`src/rtl/edge_event_arbiter_pkg.sv`:
```
// Shared types and the round-robin pick function for the edge event arbiter.
// rr_pick works on a 16-bit request vector so one definition serves every channel count.
package edge_evt_pkg;

    typedef enum logic {EVT_RISE = 1'b0, EVT_FALL = 1'b1} evt_type_t;
    typedef enum logic {S_IDLE, S_HOLD} arb_state_t;

    typedef struct packed {
        logic       found;
        logic [3:0] idx;
    } pick_t;

    // Search order is ptr+1, ptr+2, ... wrapping at n. The loop runs backwards so the
    // last assignment made is the earliest hit in that order.
    function automatic pick_t rr_pick(input logic [15:0] req, input logic [3:0] ptr, input int n);
        pick_t      p;
        int         c;
        logic [3:0] c4;
        p.found = 1'b0;
        p.idx   = 4'd0;
        for (int i = 16; i >= 1; i--) begin
            if (i <= n) begin
                c  = (int'(ptr) + i) % n;
                c4 = 4'(c);
                if (req[c4]) begin
                    p.found = 1'b1;
                    p.idx   = c4;
                end
            end
        end
        return p;
    endfunction

endpackage

```
`src/rtl/edge_event_arbiter_rr_arbiter.sv`:
```
// Combinational round-robin pick over N_CH request bits, starting after ptr.
module rr_arbiter
    import edge_evt_pkg::*;
#(
    parameter  int N_CH = 4,
    localparam int CH_W = $clog2(N_CH)
) (
    input  logic [N_CH-1:0] req,
    input  logic [CH_W-1:0] ptr,
    output logic [CH_W-1:0] idx,
    output logic            found
);

    pick_t pick;

    always_comb begin
        pick = rr_pick(16'(req), 4'(ptr), N_CH);
    end

    assign found = pick.found;
    assign idx   = CH_W'(pick.idx);

endmodule

```
`src/rtl/edge_event_arbiter.sv`:
```
// Records rise/fall edge pulses per channel as pending events and serialises them
// onto one valid/ready channel by round-robin arbitration, with sticky overflow flags.
module edge_event_arbiter
    import edge_evt_pkg::*;
#(
    parameter  int N_CH = 4,
    localparam int CH_W = $clog2(N_CH)
) (
    input  logic            clk50m,
    input  logic            rst_n,
    input  logic            en,
    input  logic [N_CH-1:0] rise,
    input  logic [N_CH-1:0] fall,
    input  logic            evt_ready,
    output logic            evt_valid,
    output logic [CH_W-1:0] evt_ch,
    output logic            evt_fall,
    output logic [N_CH-1:0] ovf,
    input  logic            ovf_clr,
    output logic            busy
);

    logic [N_CH-1:0] pend_r;
    logic [N_CH-1:0] pend_f;
    logic [N_CH-1:0] first_f;
    arb_state_t      state;
    logic [CH_W-1:0] ptr;

    logic            found;
    logic [CH_W-1:0] win_ch;
    evt_type_t       win_type;
    logic            load;
    logic [N_CH-1:0] win_1h;
    logic [N_CH-1:0] grant_r;
    logic [N_CH-1:0] grant_f;
    logic [N_CH-1:0] pend_r_eff;
    logic [N_CH-1:0] ovf_set;

    rr_arbiter #(.N_CH(N_CH)) u_rr (
        .req   (pend_r | pend_f),
        .ptr   (ptr),
        .idx   (win_ch),
        .found (found)
    );

    // In HOLD a new winner may only be loaded on the cycle the current event is accepted.
    always_comb begin
        win_type   = (first_f[win_ch] || !pend_r[win_ch]) ? EVT_FALL : EVT_RISE;
        load       = en && found && (state == S_IDLE || evt_ready);
        win_1h     = N_CH'(1) << win_ch;
        grant_r    = (load && win_type == EVT_RISE) ? win_1h : '0;
        grant_f    = (load && win_type == EVT_FALL) ? win_1h : '0;
        pend_r_eff = pend_r & ~grant_r;
        ovf_set    = (rise & pend_r & ~grant_r) | (fall & pend_f & ~grant_f);
    end

    // A fall is "first" only if no rise is left pending after this edge's grant.
    always_ff @(posedge clk50m or negedge rst_n) begin
        if (!rst_n) begin
            pend_r  <= '0;
            pend_f  <= '0;
            first_f <= '0;
            ovf     <= '0;
        end else begin
            pend_r  <= pend_r_eff | rise;
            pend_f  <= (pend_f & ~grant_f) | fall;
            first_f <= (first_f & ~grant_f) | (fall & ~pend_r_eff & ~rise);
            ovf     <= (ovf & ~{N_CH{ovf_clr}}) | ovf_set;
        end
    end

    always_ff @(posedge clk50m or negedge rst_n) begin
        if (!rst_n) begin
            state     <= S_IDLE;
            evt_valid <= 1'b0;
            evt_ch    <= '0;
            evt_fall  <= 1'b0;
            ptr       <= CH_W'(N_CH - 1);
        end else begin
            case (state)
                S_IDLE: begin
                    if (load) begin
                        evt_valid <= 1'b1;
                        evt_ch    <= win_ch;
                        evt_fall  <= (win_type == EVT_FALL);
                        ptr       <= win_ch;
                        state     <= S_HOLD;
                    end
                end
                S_HOLD: begin
                    if (load) begin
                        evt_ch   <= win_ch;
                        evt_fall <= (win_type == EVT_FALL);
                        ptr      <= win_ch;
                    end else if (evt_ready) begin
                        evt_valid <= 1'b0;
                        state     <= S_IDLE;
                    end
                end
                default: begin
                    evt_valid <= 1'b0;
                    state     <= S_IDLE;
                end
            endcase
        end
    end

    assign busy = evt_valid | (|(pend_r | pend_f));

endmodule

```
`config.mk`:
```
export PLATFORM = sky130hd
export DESIGN_NAME = edge_event_arbiter
export DESIGN_NICKNAME = d
export VERILOG_FILES = /design/src/rtl/edge_event_arbiter_pkg.sv /design/src/rtl/edge_event_arbiter_rr_arbiter.sv /design/src/rtl/edge_event_arbiter.sv
export SDC_FILE = /design/constraint.sdc
export NUM_CORES = 1
export LEC_CHECK = 0
export BUFFER_PORTS_ARGS = -buffer_cell sky130_fd_sc_hd__buf_4
export CORE_MARGIN = 5
export CORE_UTILIZATION = 32
export DETAILED_ROUTE_END_ITERATION = 8
export HOLD_SLACK_MARGIN = 0.05
export PLACE_DENSITY = 0.57
export SLEW_MARGIN = 20
export SYNTH_ARGS = -nofsm -noshare
export SYNTH_HDL_FRONTEND = slang
export SYNTH_SLANG_ARGS = --single-unit
```
`constraint.sdc`:
```
create_clock -name clk50m -period 7.08 [get_ports clk50m]
set_clock_uncertainty 0.2 [all_clocks]
set_input_delay 0.354 -clock clk50m [delete_from_list [all_inputs] [get_ports clk50m]]
set_output_delay 0.354 -clock clk50m [all_outputs]
set_load 0.05 [all_outputs]
```
Yosys cells after proc, flatten, opt, wreduce, memory -nomap -nowiden:

Cells that the tools add are included.

* muxes and demuxes: 29
* bitwise gates (word level): 28
* reduce and logical (&&, ||, !) cells: 13
* order comparisons: 5
* $mul: 0
* div/mod/pow operators: 0
* add/sub/neg operators: 4
* equality and inequality tests: 3
* shifts and indexed selects: 1

Operator list (number)
* AND 4 bit: 10
* bitwise OR 4 bit: 6
* less-than comparator 4 x 5 -> 1 bit (second input constant): 4
* 2-to-1 mux 5 bit: 4
* inverter 4 bit: 5
* 2-to-1 mux 1 bit: 14
* binary-select mux 1 bit (select 3 bit): 4
* 2-to-1 mux 4 bit: 2
* OR reduction 2 bit: 4
* inequality test 2 bit (second input constant): 3
* adder 2 x 1 -> 2 bit (second input constant): 2
* adder 2 bit (second input constant): 2
* AND 1 bit (first input constant): 4
* binary-select mux 1 bit (select 2 bit): 2
* logical AND 1 bit: 4
* one-hot mux 1 bit (2 select lines): 2
* OR reduction 4 bit: 1
* << shifter 1 x 2 -> 4 bit (first input constant): 1
* less-than comparator 2 x 3 -> 1 bit (second input constant): 1
* AND reduction 3 bit: 1
* logical OR 1 bit: 2
* 2-to-1 mux 2 bit: 1
* inverter 1 bit: 2
* logical NOT 1 bit: 1
* bitwise OR 1 bit: 1

* word-level logic and storage cells: 92
* latch bits: 0
* register bits after elaboration: 23
* memory bits (writable): 0
* memories: 0
* bits in read-only memories: 0

Longest topological paths before layout:

Gate-level depths: netlist of run 1.

* depth in word-level cells: 23
* mapped depth: 6
* mapped depth without buffers: 6

By module:

A second synthesis of run 1 with hierarchy kept.

* cell total of the unflattened synthesis: 120
* area, all modules: 1167.4 µm²

By module, submodules not included
* edge_event_arbiter: cells each 106, times used 1, sequential area each 578.1 µm², area an instance 1088.5 µm²
* rr_arbiter: cells each 14, times used 1, sequential area each 0.0 µm², area an instance 78.8 µm²

Least setup slack after synthesis of run 1:

No wires, ideal clock.

* path kind: register to register
* start point: register pend_r[2]
* end point: register ovf[1]
* path buffers: 0
* setup slack: 4790 ps
* data required time: 6756 ps
* setup time: 124 ps
* data arrival time: 1966 ps
* stages on the path, launching flop included: 7
* cells stage by stage: dfrtp_1 > or4_1 > o31a_2 > and2_4 > or3_4 > a21boi_1 > a211o_1

* word-level cells in the longest chain between the ends: 19

RTL lines
* start: declaration: line edge_event_arbiter.sv:23 `logic [N_CH-1:0] pend_r;`
* start signal: assignment: line edge_event_arbiter.sv:65 `pend_r <= pend_r_eff | rise;`
* bitwise OR 4 bit: line edge_event_arbiter.sv:40 `.req (pend_r | pend_f),`
* binary-select mux 1 bit (select 3 bit): line edge_event_arbiter_pkg.sv:25 `if (req[c4]) begin`
* 2-to-1 mux 1 bit (implied by the code): line edge_event_arbiter_pkg.sv:25
* 2-to-1 mux 5 bit (4 in a row): line edge_event_arbiter_pkg.sv:25
* binary-select mux 1 bit (select 2 bit): line edge_event_arbiter.sv:48 `win_type = (first_f[win_ch] || !pend_r[win_ch]) ? EVT_FALL : EVT_RISE;`
* 2-to-1 mux 1 bit (implied by the code): line edge_event_arbiter.sv:48
* logical NOT 1 bit: line edge_event_arbiter.sv:48
* logical OR 1 bit: line edge_event_arbiter.sv:48
* 2-to-1 mux 1 bit: line edge_event_arbiter.sv:48
* inverter 1 bit: line edge_event_arbiter.sv:51 `grant_r = (load && win_type == EVT_RISE) ? win_1h : '0;`
* logical AND 1 bit: line edge_event_arbiter.sv:51
* 2-to-1 mux 4 bit: line edge_event_arbiter.sv:51
* inverter 4 bit: line edge_event_arbiter.sv:54 `ovf_set = (rise & pend_r & ~grant_r) | (fall & pend_f & ~grant_f);`
* AND 4 bit: line edge_event_arbiter.sv:54
* bitwise OR 4 bit (*): line edge_event_arbiter.sv:54
* bitwise OR 4 bit (*): line edge_event_arbiter.sv:68 `ovf <= (ovf & ~{N_CH{ovf_clr}}) | ovf_set;`
* end signal: assignment: line edge_event_arbiter.sv:68
* end: declaration: line edge_event_arbiter.sv:18 `output logic [N_CH-1:0] ovf,`

Mark *: on every way between the ends. The rest lies on a longest branch, timed or not. The select of a mux whose other input is x is not followed.
A chain may end at the register's enable or synchronous reset.

Worst setup path after layout of run 1:

* start point: register pend_r[0]
* end point: output port busy

* word-level cells in the longest chain between the ends: 3

RTL lines
* bitwise OR 4 bit: line edge_event_arbiter.sv:108 `assign busy = evt_valid | (|(pend_r | pend_f));`
* OR reduction 4 bit: line edge_event_arbiter.sv:108
* bitwise OR 1 bit: line edge_event_arbiter.sv:108
* end: declaration: line edge_event_arbiter.sv:20 `output logic busy`

Every way passes these cells.

==> results.md, run 1 <==
* CTS root buffer: clkbuf_4
* Clock transition at path regs at 0.12 ns
* Relative slew slack at 62.0%
* Final hold slack at 0.0624 ns
* CTS H-Tree Depth at 1
* Status: completed
* Routed Antenna Nets at 0
* GPL Wtd Cong at 0.935
* Int Pwr at 0.313 mW
* Crit path max fanout at 7
* Metal-1 WL at 1230 um
* Fin. max-slew vios at 0
* Starting DRT DRC Count at 50
* Ys flop type: dfrtp_1
* DRT Pass-1 Iters at 4
* Tightest Hold Check Type: input port to flip-flop
* Unique masters post-synth at 38
* IO buf count at 21
* Post-CTS sizing at 0
* Met2 wire length at 1080 um
* Combinational share of power at 50.4%
* Minimum clock period after layout at 2.72 ns
* Crit path required time at 6.53 ns
* Hpwl dp at 1890 um
* Worst EP arrival at 2.16 ns
* Fin crit share at 38.4%
* N_diodes at 0
* RSZ-0062 raised after global routing: false
* Post-synth EDFFs at 0
* Register area share after synthesis at 49.8%
* Switching Fraction at 43.6%
* TritonCTS Buffers at 3
* Die Width at 70.2 um
* Total power at 0.555 mW
* Power density over the cells at 375 nW/um^2
* Post-layout util at 43.4%
* I/O pins at 22
* Via/cell ratio at 5.08
* Worst skew pair latency at 0.31 ns
* Total Routing Usage GR at 11.0%
* Share of cells above drive strength 1 at 22.4%
* WL met3 at 149 um
* Worst vdd ir at 0.121 mV
* CTS tree: yes
* WL per Instance at 12.7 um
* Layout area overhead at 27.7%
* Vias in the first global route at 971
* Worst Tran Pin Value at 0.565 ns
* Psw at 0.242 mW
* Initial antenna violation count at 0
* Bufs on Longest Clock Path at 2
* Final setup fails at 0
* Max frequency at 368 MHz
* Post-Route WL at 2510 um
* DIE AREA at 4930 um^2
* Synth Instances at 119
* Mapped Area at 1160 um^2
* Critical Path Source Type: flip-flop
* Largest net degree at the start of global routing at 24
* Nets@finish at 166
* Grt ovf at 0
* Seq cells post-synth at 23
* Leakage dissipation at 0.653 nW
* Core Rows at 21
* Total negative slack at 0 ns
* Post-synth net total at 132
* Syn avg cell area at 9.75 um^2
* Clock sinks at 23
* Clk pwr share at 10.8%
* Post-CTS setup buffer count at 0
* Sequential power share at 38.9%
* Maxcap violations at 0
* CP Capture Type: primary output
* Global-route wire length before repair at 4420 um
* Hold_buf cts at 8
* Multi-input logic area at 548 um^2
* Core Region at 3420 um^2
* DR DRC count at 0
* Worst setup path category: flip-flop to primary output
* Vias post-DR at 1,006
* Hold Vio Cnt, Final at 0
* Top routing layer in use: met4
* Die height at 70.2 um
* Fill cell count at 342
* Sequential cell area at 578 um^2
* Initial Utilization at 34.0%
* Asr flop ratio synth at 100%
* Synth warnings at 0
-- flip-flops by register name, summed over array words and instances, names as in the netlist --
register	cells
state	1
evt_valid	1
evt_ch	2
evt_fall	1
ovf	4
first_f	4
pend_r	4
ptr	2
pend_f	4
-- Yosys cell counts (2+ instances only) --
| cell | n | area, um^2 |
|---|---|---|
| or4_1 | 2 | 15.0 |
| nand3b_1 | 2 | 15.0 |
| mux2i_1 | 3 | 30.0 |
| o21ai_0 | 2 | 10.0 |
| a21o_1 | 6 | 45.0 |
| a21oi_1 | 8 | 40.0 |
| dfrtp_1 | 21 | 526 |
| a211o_1 | 2 | 17.5 |
| o2bb2ai_1 | 2 | 17.5 |
| or2_2 | 2 | 12.5 |
| inv_1 | 9 | 33.8 |
| a32o_1 | 2 | 20.0 |
| nand2_1 | 23 | 86.3 |
| nand2b_1 | 3 | 18.8 |
| dfstp_2 | 2 | 52.6 |
| nor2_1 | 4 | 15.0 |
| nand3_1 | 5 | 25.0 |
-- kinds of logic after synthesis --
family	Yosys count	share of synthesized area, %
AO/OA/AOI/OAI	35	23.1
buffers and inverters	9	2.91
flip-flops	23	49.8
multiplexers	3	2.59
AND/OR/NAND/NOR	49	21.6
-- critical path, stage by stage (launching register included) --
cell,delay (ns)
dfrtp_1,0.47
nor4_1,0.56
nand3_1,0.29
or2_2,0.34
buf_4,0.19
-- area by class of cell --
| type | instances | area share (%) |
|---|---|---|
| repair buffers | 29 | 16.0 |
| inverters | 9 | 2.28 |
| multi-input cells | 87 | 37.0 |
| clock buffers | 4 | 1.77 |
| flip-flops and latches | 23 | 39.0 |
| well taps | 46 | 3.89 |
-- power by group through the flow --
stage | Combinational [mW] | Clock, mW | Sequential [mW]
after detailed placement | 0.276 | 0 | 0.218
after floorplan | 0.161 | 0 | 0.260
after global placement | 0.273 | 0 | 0.217
final | 0.280 | 0.0597 | 0.216
after CTS | 0.281 | 0.0640 | 0.216
after global routing | 0.305 | 0.0671 | 0.223
-- worst paths after layout --
kind	startpoint	to	slack, ns	cells after the start
setup / recovery	pend_r[0]	busy	4.36	4
hold / removal	rise[0]	pend_r[0]	0.06	2
setup reg to reg	pend_r[0]	ovf[1]	4.66	5
hold reg to reg	state	evt_valid	0.25	1
max in group asynchronous	rst_n	ptr[0]	6.14	2
min in group asynchronous	rst_n	evt_fall	0.26	2
-- layer usage --
layer | up-vias | GRT usage [%]
met5 | - | 0
met4 | 0 | 5.11
met3 | 4 | 2.30
met2 | 31 | 17.0
met1 | 474 | 14.6
li1 | 497 | -
-- stage by stage --
stage | std cells | area (um^2) | worst slack (ns)
6_report | 198 | 1480 | 4.36
3_5_place_dp | 186 | 1380 | 4.70
3_3_place_gp | 186 | 1380 | 4.73
5_1_grt | 198 | 1480 | 4.24
4_1_cts | 198 | 1480 | 4.37
2_1_floorplan | 119 | 1160 | 4.79
-- cells in the final DEF, fill, tap and decap left out, types with 3 or more instances in the layout --
cell type      netlist  routed
dfrtp_1             21      21
buf_4                0      21
nand2_1             23      23
nand2b_1             3       3
inv_1                9       9
a21oi_1              8       8
dlygate4sd3_1        0       8
a21o_1               6       6
nor2_1               4       4
clkbuf_4             0       3
nand3_1              5       5
mux2i_1              3       3
Note: power is estimated with default switching activity, not from simulation.
==> run 2: changes to the inputs <==
==> constraint.sdc (replaced) <==
create_clock -name clk50m -period 2.5 [get_ports clk50m]
set_clock_uncertainty 0.2 [all_clocks]
set_input_delay 0.125 -clock clk50m [delete_from_list [all_inputs] [get_ports clk50m]]
set_output_delay 0.125 -clock clk50m [all_outputs]
set_load 0.05 [all_outputs]
==> run 2 against run 1 <==
First-iteration DRC count down 42%. Register-to-register slack worse by 4.6 ns. Non-clock buffer count up 10. Total power rose to 2.9 times the previous value. Design area up 5.7%. Setup slack worse by 4.3 ns. Via count up 3.0%. Critical path depth up 2. Largest cell class unchanged. Critical path type is now flip-flop to flip-flop. Global-route usage up 1.4 points.
==> results.md, run 2 (synthesized netlist as in run 1, its figures left out) <==
* Status: completed
* Final Cell Area at 1570 um^2
* N_diodes at 0
* Worst Reg-to-Reg Cells at 6
* Fill cell count at 340
* Core Rows at 21
* Total negative slack at 0 ns
* Crit path required time at 2.52 ns
* Global-route wire length before repair at 4940 um
* Hold Vio Cnt, Final at 0
* Fin. max-slew vios at 0
* CP Capture Type: flip-flop
* Crit-path slowest cell: or4_1
* Clock sinks at 23
* DP Area at 1410 um^2
* DRT Pass-1 Iters at 4
* Grt ovf at 0
* Worst path cell trace: or4_1 -> o31a_2 -> and2_4 -> or3_4 -> a21boi_1 -> a211o_1
* Worst EP arrival at 2.43 ns
* Fin crit share at 96.3%
* Die height at 70.2 um
* RR Startpoint: pend_r[2]
* Worst skew pair latency at 0.33 ns
* Post-CTS setup buffer count at 0
* I/O pins at 22
* Total Routing Usage GR at 12.4%
* Clock transition at path regs at 0.13 ns
* CTS root buffer: clkbuf_4
* Layout area overhead at 35.1%
* Minimum clock period after layout at 2.41 ns
* Crit path max fanout at 6
* Critical Path Source Type: flip-flop
* Maxcap violations at 0
* Worst Tran Pin Value at 0.480 ns
* Relative slew slack at 68.0%
* Nets@finish at 176
* Initial antenna violation count at 0
* Post-CTS sizing at 0
* Share of cells above drive strength 1 at 24.1%
* Final setup fails at 0
* GPL Wtd Cong at 0.839
* WL per Instance at 13.4 um
* Tightest Hold Check Type: input port to async pin
* Largest net degree at the start of global routing at 22
* Sequential cell area at 578 um^2
* Via/cell ratio at 4.98
* Core Region at 3420 um^2
* R2r setup slk at 0.09 ns
* Routed Antenna Nets at 0
* Worst setup path category: flip-flop to flip-flop
* DR DRC count at 0
* TritonCTS Buffers at 3
* Post-Route WL at 2790 um
* Most common cell after layout, fill and taps aside: buf_4
* Hpwl dp at 2040 um
* Die Width at 70.2 um
* Vias in the first global route at 1,052
* Leakage dissipation at 0.696 nW
* Worst vdd ir at 0.370 mV
* IO buf count at 21
* Worst r2r dst: ovf[1]
* Commonest cells after routing, fill and taps aside: buf_4, nand2_1, dfrtp_1
* Multi-input logic area at 548 um^2
* RSZ-0062 raised after global routing: false
* Max incr delay on CP at 0.55 ns
* Bufs on Longest Clock Path at 2
* CTS tree: yes
* DIE AREA at 4930 um^2
* Vias post-DR at 1,036
* Max frequency at 415 MHz
* Power density over the cells at 1040 nW/um^2
* CTS H-Tree Depth at 1
* Initial Utilization at 34.0%
* Starting DRT DRC Count at 29
-- run 2: final cells by class --
| class | instances | share of cell area [%] |
|---|---|---|
| Multi-Input combinational cell | 87 | 35.0 |
| Tap cell | 46 | 3.67 |
| Timing Repair Buffer | 39 | 20.6 |
| Sequential cell | 23 | 36.9 |
| Inverter | 9 | 2.16 |
| Clock buffer | 4 | 1.68 |
-- run 2: through the flow --
step	cells	hold slack, ns	worst slack, ns	total power, mW	util (%)
2_1_floorplan	119	-0.371	0.210	1.19	-
3_3_place_gp	190	-0.161	0.166	1.42	41.1
3_5_place_dp	190	-0.165	0.131	1.43	41.1
4_1_cts	208	0.0748	0.111	1.63	46.0
5_1_grt	208	0.0759	0.00663	1.74	45.9
6_report	208	0.0712	0.0922	1.63	45.9
-- run 2: report_power, final --
part	switching (mW)	internal (mW)
clock	0.121	0.0627
sequential	0.110	0.502
combinational	0.481	0.349
total	0.712	0.914
-- run 2: how the worst max path moves through the flow --
stage,start,endpoint,depth (start not counted)
floorplan,pend_r[2],ovf[1],6
global placement,pend_r[2],ovf[1],6
detailed placement,pend_r[2],ovf[1],6
CTS,pend_r[2],ovf[1],6
global route,pend_r[2],ovf[1],6
finish,pend_r[2],ovf[1],6
-- run 2: repair_timing --
item,CTS,global route
endpoints found under the setup margin,0,1
hold buffers,14,0
hold endpoints to repair,43,0
-- run 2: worst max-delay path, delay by kind of cell (launching register included) --
family / cells / cell delay [ns]
AND/OR/NAND/NOR: 3 / 1.10
flip-flops: 1 / 0.45
AO/OA/AOI/OAI: 3 / 0.55
-- run 2: routing by layer --
layer,wire (um),part of all wire (%),GRT usage (%)
met3,132,4.7,2.58
met4,72,2.6,5.74
met1,1300,47,16.0
met2,1290,46,19.8
met5,0,0,0
